[src/rtl/weight_bram_stream_reader.sv]
// Streams DEPTH weight words out of a negedge-read BRAM onto a valid/ready port.
// A 2-entry output buffer absorbs consumer backpressure without losing words.
module weight_bram_stream_reader #(
   parameter int unsigned DEPTH  = 28,
   parameter int unsigned ADDR_W = 5,
   parameter int unsigned DATA_W = 16
) (
   input  logic              CLK,
   input  logic              RST_N,
   input  logic              START,
   output logic              BUSY,
   output logic              DONE,
   output logic [ADDR_W-1:0] ADDR,
   output logic              EN,
   output logic              WE,
   input  logic [DATA_W-1:0] DI,
   output logic [DATA_W-1:0] OUT_DATA,
   output logic              OUT_VALID,
   input  logic              OUT_READY,
   output logic              OUT_LAST,
   output logic [ADDR_W-1:0] OUT_IDX
);

   localparam logic [ADDR_W-1:0] LastAddr = ADDR_W'(DEPTH - 1);

   typedef enum logic [1:0] {StIdle, StFetch, StDrain, StDone} state_e;

   state_e            state_q, state_d;
   logic [ADDR_W-1:0] cnt_q, cnt_d;
   logic [ADDR_W-1:0] addr_q, addr_d;
   logic              en_q, en_d;
   logic [1:0]        count_q, count_d;
   logic [DATA_W-1:0] data0_q, data0_d, data1_q, data1_d;
   logic [ADDR_W-1:0] idx0_q, idx0_d, idx1_q, idx1_d;
   logic              last0_q, last0_d, last1_q, last1_d;
   logic              push, pop, push_last;

   // en_q doubles as the inflight flag: the word read this cycle lands on DI at the next edge.
   assign push      = en_q;
   assign pop       = OUT_VALID & OUT_READY;
   assign push_last = (addr_q == LastAddr);

   always_comb begin
      data0_d = data0_q;
      data1_d = data1_q;
      idx0_d  = idx0_q;
      idx1_d  = idx1_q;
      last0_d = last0_q;
      last1_d = last1_q;
      count_d = count_q;
      case ({push, pop})
         2'b10: begin
            if (count_q == 2'd0) begin
               data0_d = DI;
               idx0_d  = addr_q;
               last0_d = push_last;
            end else begin
               data1_d = DI;
               idx1_d  = addr_q;
               last1_d = push_last;
            end
            count_d = count_q + 2'd1;
         end
         2'b01: begin
            data0_d = data1_q;
            idx0_d  = idx1_q;
            last0_d = last1_q;
            count_d = count_q - 2'd1;
         end
         2'b11: begin
            if (count_q == 2'd1) begin
               data0_d = DI;
               idx0_d  = addr_q;
               last0_d = push_last;
            end else begin
               data0_d = data1_q;
               idx0_d  = idx1_q;
               last0_d = last1_q;
               data1_d = DI;
               idx1_d  = addr_q;
               last1_d = push_last;
            end
         end
         default: ;
      endcase
   end

   // A read is registered only if the buffer is guaranteed room when its word arrives.
   always_comb begin
      state_d = state_q;
      cnt_d   = cnt_q;
      addr_d  = addr_q;
      en_d    = 1'b0;
      case (state_q)
         StIdle: begin
            if (START) begin
               en_d    = 1'b1;
               addr_d  = '0;
               cnt_d   = (DEPTH > 1) ? ADDR_W'(1) : '0;
               state_d = (DEPTH == 1) ? StDrain : StFetch;
            end
         end
         StFetch: begin
            if (count_d < 2'd2) begin
               en_d   = 1'b1;
               addr_d = cnt_q;
               if (cnt_q == LastAddr) begin
                  state_d = StDrain;
               end else begin
                  cnt_d = cnt_q + ADDR_W'(1);
               end
            end
         end
         StDrain: begin
            if (!en_q && (count_d == 2'd0)) begin
               state_d = StDone;
            end
         end
         StDone: begin
            state_d = StIdle;
         end
         default: state_d = StIdle;
      endcase
   end

   always_ff @(posedge CLK or negedge RST_N) begin
      if (!RST_N) begin
         state_q <= StIdle;
         cnt_q   <= '0;
         addr_q  <= '0;
         en_q    <= 1'b0;
         count_q <= 2'd0;
         data0_q <= '0;
         data1_q <= '0;
         idx0_q  <= '0;
         idx1_q  <= '0;
         last0_q <= 1'b0;
         last1_q <= 1'b0;
      end else begin
         state_q <= state_d;
         cnt_q   <= cnt_d;
         addr_q  <= addr_d;
         en_q    <= en_d;
         count_q <= count_d;
         data0_q <= data0_d;
         data1_q <= data1_d;
         idx0_q  <= idx0_d;
         idx1_q  <= idx1_d;
         last0_q <= last0_d;
         last1_q <= last1_d;
      end
   end

   assign BUSY      = (state_q != StIdle);
   assign DONE      = (state_q == StDone);
   assign ADDR      = addr_q;
   assign EN        = en_q;
   assign WE        = 1'b0;
   assign OUT_VALID = (count_q != 2'd0);
   assign OUT_LAST  = OUT_VALID & last0_q;
   assign OUT_DATA  = data0_q;
   assign OUT_IDX   = idx0_q;

endmodule
[config.mk]
export PLATFORM = sky130hd
export DESIGN_NAME = weight_bram_stream_reader
export DESIGN_NICKNAME = d
export VERILOG_FILES = /design/src/rtl/weight_bram_stream_reader.sv
export SDC_FILE = /design/constraint.sdc
export NUM_CORES = 1
export LEC_CHECK = 0
export ABC_AREA = 1
export CAP_MARGIN = 15
export CORE_ASPECT_RATIO = 1.2
export CORE_UTILIZATION = 52
export DETAILED_ROUTE_END_ITERATION = 10
export PLACE_DENSITY = 0.83
export SLEW_MARGIN = 20
export SYNTH_ARGS = -nofsm -noshare
export SYNTH_HDL_FRONTEND = slang
export SYNTH_SLANG_ARGS = --single-unit
export TNS_END_PERCENT = 20
[constraint.sdc]
create_clock -name CLK -period 2.3 [get_ports CLK]
set_input_delay 0.575 -clock CLK [delete_from_list [all_inputs] [get_ports CLK]]
set_output_delay 0.575 -clock CLK [all_outputs]
set_load 0.05 [all_outputs]
==> impl_metrics.ini, run 1 <==
[outcome]
status = completed

[layout]
area_growth_pct = 24.75
final_core_util = 0.6775
most-common-layout-cells = nand2_1 (95), dfrtp_1 (59), clkdlybuf4s50_1 (45)
antenna_cells = 0
drive_above_1_share = 0.08978
nNetsFinal = 430
final_common_cell = nand2_1
fin_cells = 463

[worst_setup_path]
r2r_start = count_q[0]
worstSetupEndpointType = output pin
cp-endpoint = ADDR[0]
cp_cell_sequence = clkdlybuf4s50_1
crit_family = buffers and inverters
crit_required_ns = 1.73
critPathMaxFanout = 6
worstPathArrival_ns = 1.64
r2r_slack_ns = 0.21
ff2ff_path_depth = 13
critPathSlowestCell = clkdlybuf4s50_1
cp_num_cells = 1
r2r_end = cnt_q[1]
path_class = reg -> out
start_kind = flip-flop
slowest_delay_ns = 0.85
cp-startpoint = ADDR[0]
critPathBufInv = 1

[placed_design]
place_hpwl_microns = 4062
port_buffers = 50
place_inst = 449
gp_congestion = 0.7885

[yosys]
syn_avg_cell_area_sq_um = 8.420
synth_edf_count = 0
ys_ff_latch = 59
post-synth-top-area-cell = dfrtp_1
synth_area_leaders = dfrtp_1 (51%), nand2_1 (12%), nand3_1 (5.4%)
ys.flop_type = dfrtp_1
syn-cell-area_sq_um = 2897
yosysWarningCount = 0
synth_seq_area_share = 0.5097
netlist.area_leader.share = 0.5097
synth_nets = 376
syn_inst = 344
ys_types = 27
postSynth.asyncResetShare = 1.000

[job]
drv_cap = 0

[routing]
vias = 2407
drt_iter0_drc = 214
drt-vias-per-instance = 5.199
drtAntennaViolNets = 0
drt-pass1-iter-count = 4
route.detailed.drc = 0
routed_wl_microns = 5824
wl_per_cell_microns = 12.58

[power]
vdd_drop_max_mv = 0.9188
powerDensity_nw_per_um2 = 1619
p_leak_nw = 1.744

[cts]
insertion_delay_ns = 0.33
numCtsBuffers = 9
h-tree-depth = 3
hold_buffers = 0
cts.clk_slew.worst_paths_ns = 0.06
post-cts-setup-buffers = 0
cts_root_buffer = clkbuf_8
cts_sinks = 59
cts_tree = yes
postCtsResizedCells = 0
max-clock-path-buffers = 2

[global_route]
grt_antenna_before_repair = 0
grt.total_usage = 0.2202
grt_pass1_wl_microns = 10350
grt_max_degree = 60
grt_pass1_vias = 2380
overflow = 0

[floorplanning]
fp.dieArea_sq_um = 5874
die_y_microns = 83.76
std_cell_rows = 29
dieWidth_microns = 70.13
initial_utilization = 0.5430
io_pins = 52
core_area_sq_um = 5334

[sta]
period_minus_slack_ns = 2.218
finalHoldViolCount = 0
period_share = 0.9644
relSlewSlack = 0.6668
setup_viol = 0
skew_ns = 0.006429
drv_slew = 0
fmax_mhz = 450.8
worstMarginPinSlew_ns = 0.4982
rsz0062_at_grt = true

[min_path]
hold_class = in -> async
## state kept, by name (all words and copies together) (netlist names)
register / cells
cnt_q: 5
last1_q: 1
data1_q: 16
last0_q: 1
OUT_DATA: 16
ADDR: 5
count_q: 2
idx1_q: 5
state_q: 2
EN: 1
OUT_IDX: 5
## logic make-up (layout without fill, tap and decap cells)
kind of cell               Yosys count  count (layout)  synth area share
and+or+nand+nor                    162             162            0.2315
DFF                                 59              59            0.5097
buffers and inverters               57             114           0.09417
AOI/OAI and AO/OA                   52              52            0.1084
adders and majority gates           12              12           0.05183
other                                1               1          0.001295
xor gates and xnor gates             1               1          0.003024
## synthesized netlist by cell type, types with 2 or more instances
library cell  count
inv_2             2
buf_2             6
o21ai_1           4
inv_1            39
ha_1             12
a31oi_1          22
dfrtp_1          59
buf_6             5
nor2_1           28
o21ai_0          22
clkbuf_2          2
buf_4             3
nand2_1          95
or2_2             2
nand3_1          31
## power by group
group / total, W / leakage, nW / switching, W / internal (W)
Sequential: 0.00176 / 0.732 / 0.000277 / 0.00148
Combinational: 0.00328 / 0.927 / 0.00217 / 0.00111
Clock: 0.000814 / 0.0843 / 0.000378 / 0.000436
## per-stage QoR
stage | instance area [sq um] | setup TNS (ns) | worst slack (ns) | hold WS, ns | power, W
2_1_floorplan | 2897 | 0 | 0.1618 | 0.2794 | 0.004157
3_3_place_gp | 3446 | 0 | 0.006763 | 0.4668 | 0.004964
3_5_place_dp | 3446 | -0.1559 | -0.04129 | 0.4778 | 0.005078
4_1_cts | 3613 | 0 | 0.08015 | 0.2485 | 0.005894
5_1_grt | 3613 | -0.008569 | -0.008569 | 0.2633 | 0.006297
6_report | 3613 | 0 | 0.08189 | 0.2354 | 0.005850
## per-layer routing
| metal | GRT usage | vias up | part of all wire |
|---|---|---|---|
| met2 | 0.3794 | 63 | 0.51 |
| met5 | 0 | - | 0 |
| met3 | 0.05193 | 7 | 0.048 |
| met4 | 0.07091 | 0 | 0.013 |
| met1 | 0.2708 | 1133 | 0.43 |
| li1 | - | 1204 | - |
## layout make-up
type	instances	area [sq um]
flip-flops and latches	59	1476
fillers	442	1720
multi-input cells	228	1147
well taps	62	77.57
repair buffers	59	590.6
inverters	41	153.9
clock inverters	2	12.51
clock buffers	12	155.1
## worst min-delay path by stage
stage,cells after the start,from,to
2_1_floorplan,0,RST_N,ADDR[0]
3_3_place_gp,2,idx1_q[4],idx1_q[4]
3_5_place_dp,2,data1_q[1],data1_q[1]
4_1_cts,2,RST_N,OUT_DATA[1]
5_1_grt,2,RST_N,OUT_DATA[1]
6_report,2,RST_N,OUT_DATA[1]
No activity file was read; power rests on OpenSTA's default activity.
==> inputs of run 2 (changes only) <==
--- a/config.mk
+++ b/config.mk
@@ -15,4 +15,4 @@
 export SYNTH_ARGS = -nofsm -noshare
 export SYNTH_HDL_FRONTEND = slang
 export SYNTH_SLANG_ARGS = --single-unit
-export TNS_END_PERCENT = 20
+export TNS_END_PERCENT = 10
==> results of run 2 <==
The final DEF is identical to that of run 1; final timing and power are the same.
==> inputs of run 3 (changes only) <==
--- a/config.mk
+++ b/config.mk
@@ -8,9 +8,10 @@
 export ABC_AREA = 1
 export CAP_MARGIN = 15
 export CORE_ASPECT_RATIO = 1.2
-export CORE_UTILIZATION = 52
+export CORE_UTILIZATION = 54
+export CTS_BUF_LIST = sky130_fd_sc_hd__clkbuf_4
 export DETAILED_ROUTE_END_ITERATION = 10
-export PLACE_DENSITY = 0.83
+export PLACE_DENSITY = 0.86
 export SLEW_MARGIN = 20
 export SYNTH_ARGS = -nofsm -noshare
 export SYNTH_HDL_FRONTEND = slang
==> run 3 against run 2 <==
Utilization is 4.0 points higher. Worst hold slack worse by 0.15 ns. Clock skew is 0.0045 ns higher. Critical endpoint is now ADDR[1]. Largest cell class unchanged. Largest power group unchanged. Highest routed layer unchanged.
==> impl_metrics.ini, run 3 (synthesis gave the netlist of run 1 again) <==
[outcome]
status = completed

[routing]
drt_iter0_drc = 231
drt-pass1-iter-count = 5
routed_wl_microns = 5929
vias = 2417
drtAntennaViolNets = 0
wl_per_cell_microns = 12.72
route.detailed.drc = 0
drt-vias-per-instance = 5.187

[floorplanning]
initial_utilization = 0.5742
fp.dieArea_sq_um = 5662
dieWidth_microns = 68.86
std_cell_rows = 28
die_y_microns = 82.23
io_pins = 52
core_area_sq_um = 5045

[placed_design]
place_area_sq_um = 3463
gp_congestion = 0.7842
pre_cts_slack_ns = -0.03179
port_buffers = 50
place_hpwl_microns = 4119

[power]
p_leak_nw = 1.793
vdd_drop_max_mv = 0.9772
p_sw_frac = 0.4856
p_sw_w = 0.002834
seq_power_share = 0.300
totalPowerFinal_w = 0.005837
p_int_w = 0.003003
powerDensity_nw_per_um2 = 1613
pwr-share-comb = 0.573
clockPowerShare = 0.126

[global_route]
grt_pass1_wl_microns = 10100
overflow = 0
grt.total_usage = 0.2456
grt_pass1_vias = 2301
grt_antenna_before_repair = 0
grt_max_degree = 45

[layout]
drive_above_1_share = 0.1034
stdcell_area_sq_um = 3618
final_core_util = 0.7173
area_growth_pct = 24.92
nNetsFinal = 433
most-common-layout-cells = nand2_1 (95), dfrtp_1 (59), clkdlybuf4s50_1 (41)
multiInputGateArea_sq_um = 1152
antenna_cells = 0
n_fill_cell = 389
final_common_cell = nand2_1
register_area_sq_um = 1476

[worst_setup_path]
path_class = reg -> out
r2r_start = count_q[0]
worstPathArrival_ns = 1.62
slowest_delay_ns = 0.82
critPathBufInv = 1
cp_cell_sequence = clkdlybuf4s50_1
ff2ff_path_depth = 14
critPathSlowestCell = clkdlybuf4s50_1
r2r_end = state_q[1]
crit_family = buffers and inverters
start_kind = flip-flop
r2r_slack_ns = 0.25
worstSetupEndpointType = output pin
crit_required_ns = 1.73
critPathMaxFanout = 4
cp_num_cells = 1

[sta]
setup_ws_ns = 0.1012
fmax_mhz = 454.8
rsz0062_at_grt = false
worstMarginPinSlew_ns = 0.5590
finalHoldViolCount = 0
period_share = 0.9560
skew_ns = 0.01093
drv_slew = 0
period_minus_slack_ns = 2.199
setup_viol = 0
relSlewSlack = 0.6259
whs_ns = 0.08476

[cts]
max-clock-path-buffers = 2
insertion_delay_ns = 0.40
cts.clk_slew.worst_paths_ns = 0.09
h-tree-depth = 3
numCtsBuffers = 9
cts_root_buffer = clkbuf_4
hold_buffers = 0
cts_tree = yes
cts_sinks = 59

[min_path]
hold_class = in -> async

[job]
drv_cap = 0
-- run 3: cell count changes in the layout (fill, tap and decap cells not counted), sizes merged --
cell	change
dlymetal6s2s	+1
buf	+3
clkdlybuf4s50	-4
clkinvlp	-1
clkbuf	+1
clkinv	+1
dlygate4sd2	+3
bufinv	+1
-- run 3: timing repair --
action	in CTS	in global routing
setup buffers	0	2
setup endpoints to repair	3	7
cloned	0	0
gates resized for setup	3	3
-- run 3: final cells by class --
class | instances | share of cell area
clock buffers | 13 | 0.02697
inverters | 41 | 0.04253
well taps | 60 | 0.02075
flip-flops and latches | 59 | 0.4080
repair buffers | 62 | 0.1725
multi-input cells | 228 | 0.3185
clock inverters | 3 | 0.01072
-- run 3: worst max-delay path by stage --
stage,slack [ns],end,start
after CTS,0.03,ADDR[2],ADDR[2]
after global placement,0.07,cnt_q[0],OUT_READY
after detailed placement,-0.03,cnt_q[4],OUT_READY
final,0.10,ADDR[1],ADDR[1]
after global routing,0.008,ADDR[1],ADDR[1]
after floorplan,0.16,cnt_q[1],count_q[0]
-- run 3: power by group through the flow --
stage | registers [W] | logic (W) | clock network [W]
after floorplan | 0.00247 | 0.00169 | 0
after global placement | 0.00175 | 0.00323 | 0
after detailed placement | 0.00178 | 0.00332 | 0
after CTS | 0.00175 | 0.00333 | 0.000757
after global routing | 0.00182 | 0.00368 | 0.000804
final | 0.00175 | 0.00335 | 0.000738
-- run 3: per-layer routing --
layer / routed length (microns) / GRT usage / vias to the layer above
met5: 0 / 0 / -
met4: 92 / 0.09388 / 0
met3: 319 / 0.06593 / 9
met2: 3012 / 0.4223 / 76
met1: 2505 / 0.2874 / 1109
li1: - / - / 1223
-- run 3: metrics by stage --
step	instances	setup TNS (ns)
detailed placement	448	-0.04417
global route	466	0
finish	466	0
CTS	464	0
floorplan	344	0
global placement	448	0
==> RTL change: new RTL, config.mk and constraints of run 3 <==
Encoding of `state_e`: now one-hot (4 bits for 4 states).
--- a/src/rtl/weight_bram_stream_reader.sv
+++ b/src/rtl/weight_bram_stream_reader.sv
@@ -23,7 +23,7 @@
 
    localparam logic [ADDR_W-1:0] LastAddr = ADDR_W'(DEPTH - 1);
 
-   typedef enum logic [1:0] {StIdle, StFetch, StDrain, StDone} state_e;
+   typedef enum logic [3:0] {StIdle = 4'b0001, StFetch = 4'b0010, StDrain = 4'b0100, StDone = 4'b1000} state_e;
 
    state_e            state_q, state_d;
    logic [ADDR_W-1:0] cnt_q, cnt_d;
Function: no difference found for any inputs over 10 cycles, from zero or initial values and one cycle with RST_N low; not proved beyond that.
==> RTL change against run 3 <==
Sequential cell count up 2; core utilization up 3.1 points; routed wire length is 5.5% higher; die area grew 0.64%; total power barely moved; design area grew 4.3%; setup slack worse by 10 ps; area after synthesis rose by 0.65%; critical path type unchanged; largest cell class unchanged; largest power group unchanged.
==> RTL change: results (changes against run 3) <==
status=finished clean; Lkg Pwr=0.00174 µW (-3.1%); total CTS buffers=9 (unchanged); Warnings, synthesis=0 (unchanged); non-filler cells, final=460 (-1.3%); Synth Area per Inst=8.65 µm² (+2.7%); post-DP HPWL=4460 µm (+8.3%); Initial DRC Count=268 (+16%); Distinct cells, synth=30 (+11%); Top delay family on crit path=flip-flops; gp weighted congestion=0.863 (+10%); initial antenna violation count=0 (unchanged); synth top area cells=dfrtp_1 52%, nand2_1 6.7%, inv_1 5.3%, nand3_1 5.0%, a31oi_1 4.7%; fin nets=423 (-2.3%); cell total after placement=444 (-0.89%); Synth Flop Type=dfrtp_1; GR Util All Layers=0.241 (-0.00419); FFs w/ async S/R, synth=1.00 (unchanged); Fin Clk Skew=11.1 ps (+0.155 ps); sequential share of power=0.301 (about the same); synth cell count leaders=60 x dfrtp_1, 52 x nand2_1, 41 x inv_1; maximum VDD drop=0.000863 V (-12%); H-tree depth=3 (unchanged); Slew HR=0.644 (+0.0182); total nets after synthesis=364 (-3.2%); logic gate share of total power=0.542 (-0.031); Crit path largest cell delay=530 ps (-290 ps); via count=2461 (+1.8%); first-pass GRT wire length=10600 µm (+5.1%); CP max stage cell=dfstp_2; Seq/Total Area, Yosys=0.524 (+0.0143); P_comb=3160 µW (-6%); Int Power=3190 µW (+6.3%); fraction of layout cells with a size suffix above 1=0.180 (+0.0766); vias in the first global route=2442 (+6.1%); clk slew on worst S/H paths=90 ps (about the same); largest net degree at the start of global routing=62 (+38%); Post-CTS Resized=1 (-2); final WL=6260 µm (+5.5%); setup slack at placement=-35.0 ps (-3.20 ps)
-- RTL change: cell count changes after synthesis, sizes merged, moves of 3 or more --
cell           run 3  this run
or2                4        24
nand2             97        57
inv               41        45
o22ai              1         4
buf               14         7
nor2              28        31
clkbuf             2         8
ha                12         7
-- RTL change: cells by family after synthesis --
family,synth area share
buf+inv,0.0811
other cells,0.00129
xor+xnor,0.00300
flops,0.524
compound gates,0.119
simple gates,0.242
fa+ha+maj,0.0300
-- RTL change: layer usage --
metal | wire length, µm | track usage | vias up
met5 | 0 | 0 | -
met4 | 172 | 0.129 | 0
met3 | 292 | 0.0558 | 13
met2 | 3260 | 0.442 | 72
met1 | 2530 | 0.264 | 1157
li1 | - | - | 1219
-- RTL change: path summary, 6_finish.rpt --
path | from | end | slack, ps
min | RST_N | OUT_DATA[1]$_DFFE_PN0P_ | 160
min reg2reg | data1_q[7]$_DFFE_PN0P_ | data1_q[7]$_DFFE_PN0P_ | 500
max | state_q[0]$_DFFE_PN1P_ | BUSY | 90
max in group asynchronous | RST_N | state_q[0]$_DFFE_PN1P_ | 1840
min in group CLK | data1_q[7]$_DFFE_PN0P_ | data1_q[7]$_DFFE_PN0P_ | 500
max reg2reg | count_q[0]$_DFF_PN0_ | cnt_q[2]$_DFFE_PN0P_ | 200
-- RTL change: cell type report --
type                    count  area (µm²)
multi-input cells         216        1170
repair buffers             63         657
clock inverters             6         103
well taps                  60        75.1
fillers                   384        1270
flip-flops and latches     61        1530
inverters                  45         173
clock buffers               9        67.6
-- RTL change: stage by stage --
step	hold WS [ps]	cell area [µm²]	util	setup TNS (ps)
final	156	3770	0.748	0
after global routing	188	3770	0.748	0
after CTS	164	3750	0.744	0
after detailed placement	475	3580	0.710	-256
after global placement	466	3580	0.710	0
after floorplan	279	2920	-	0
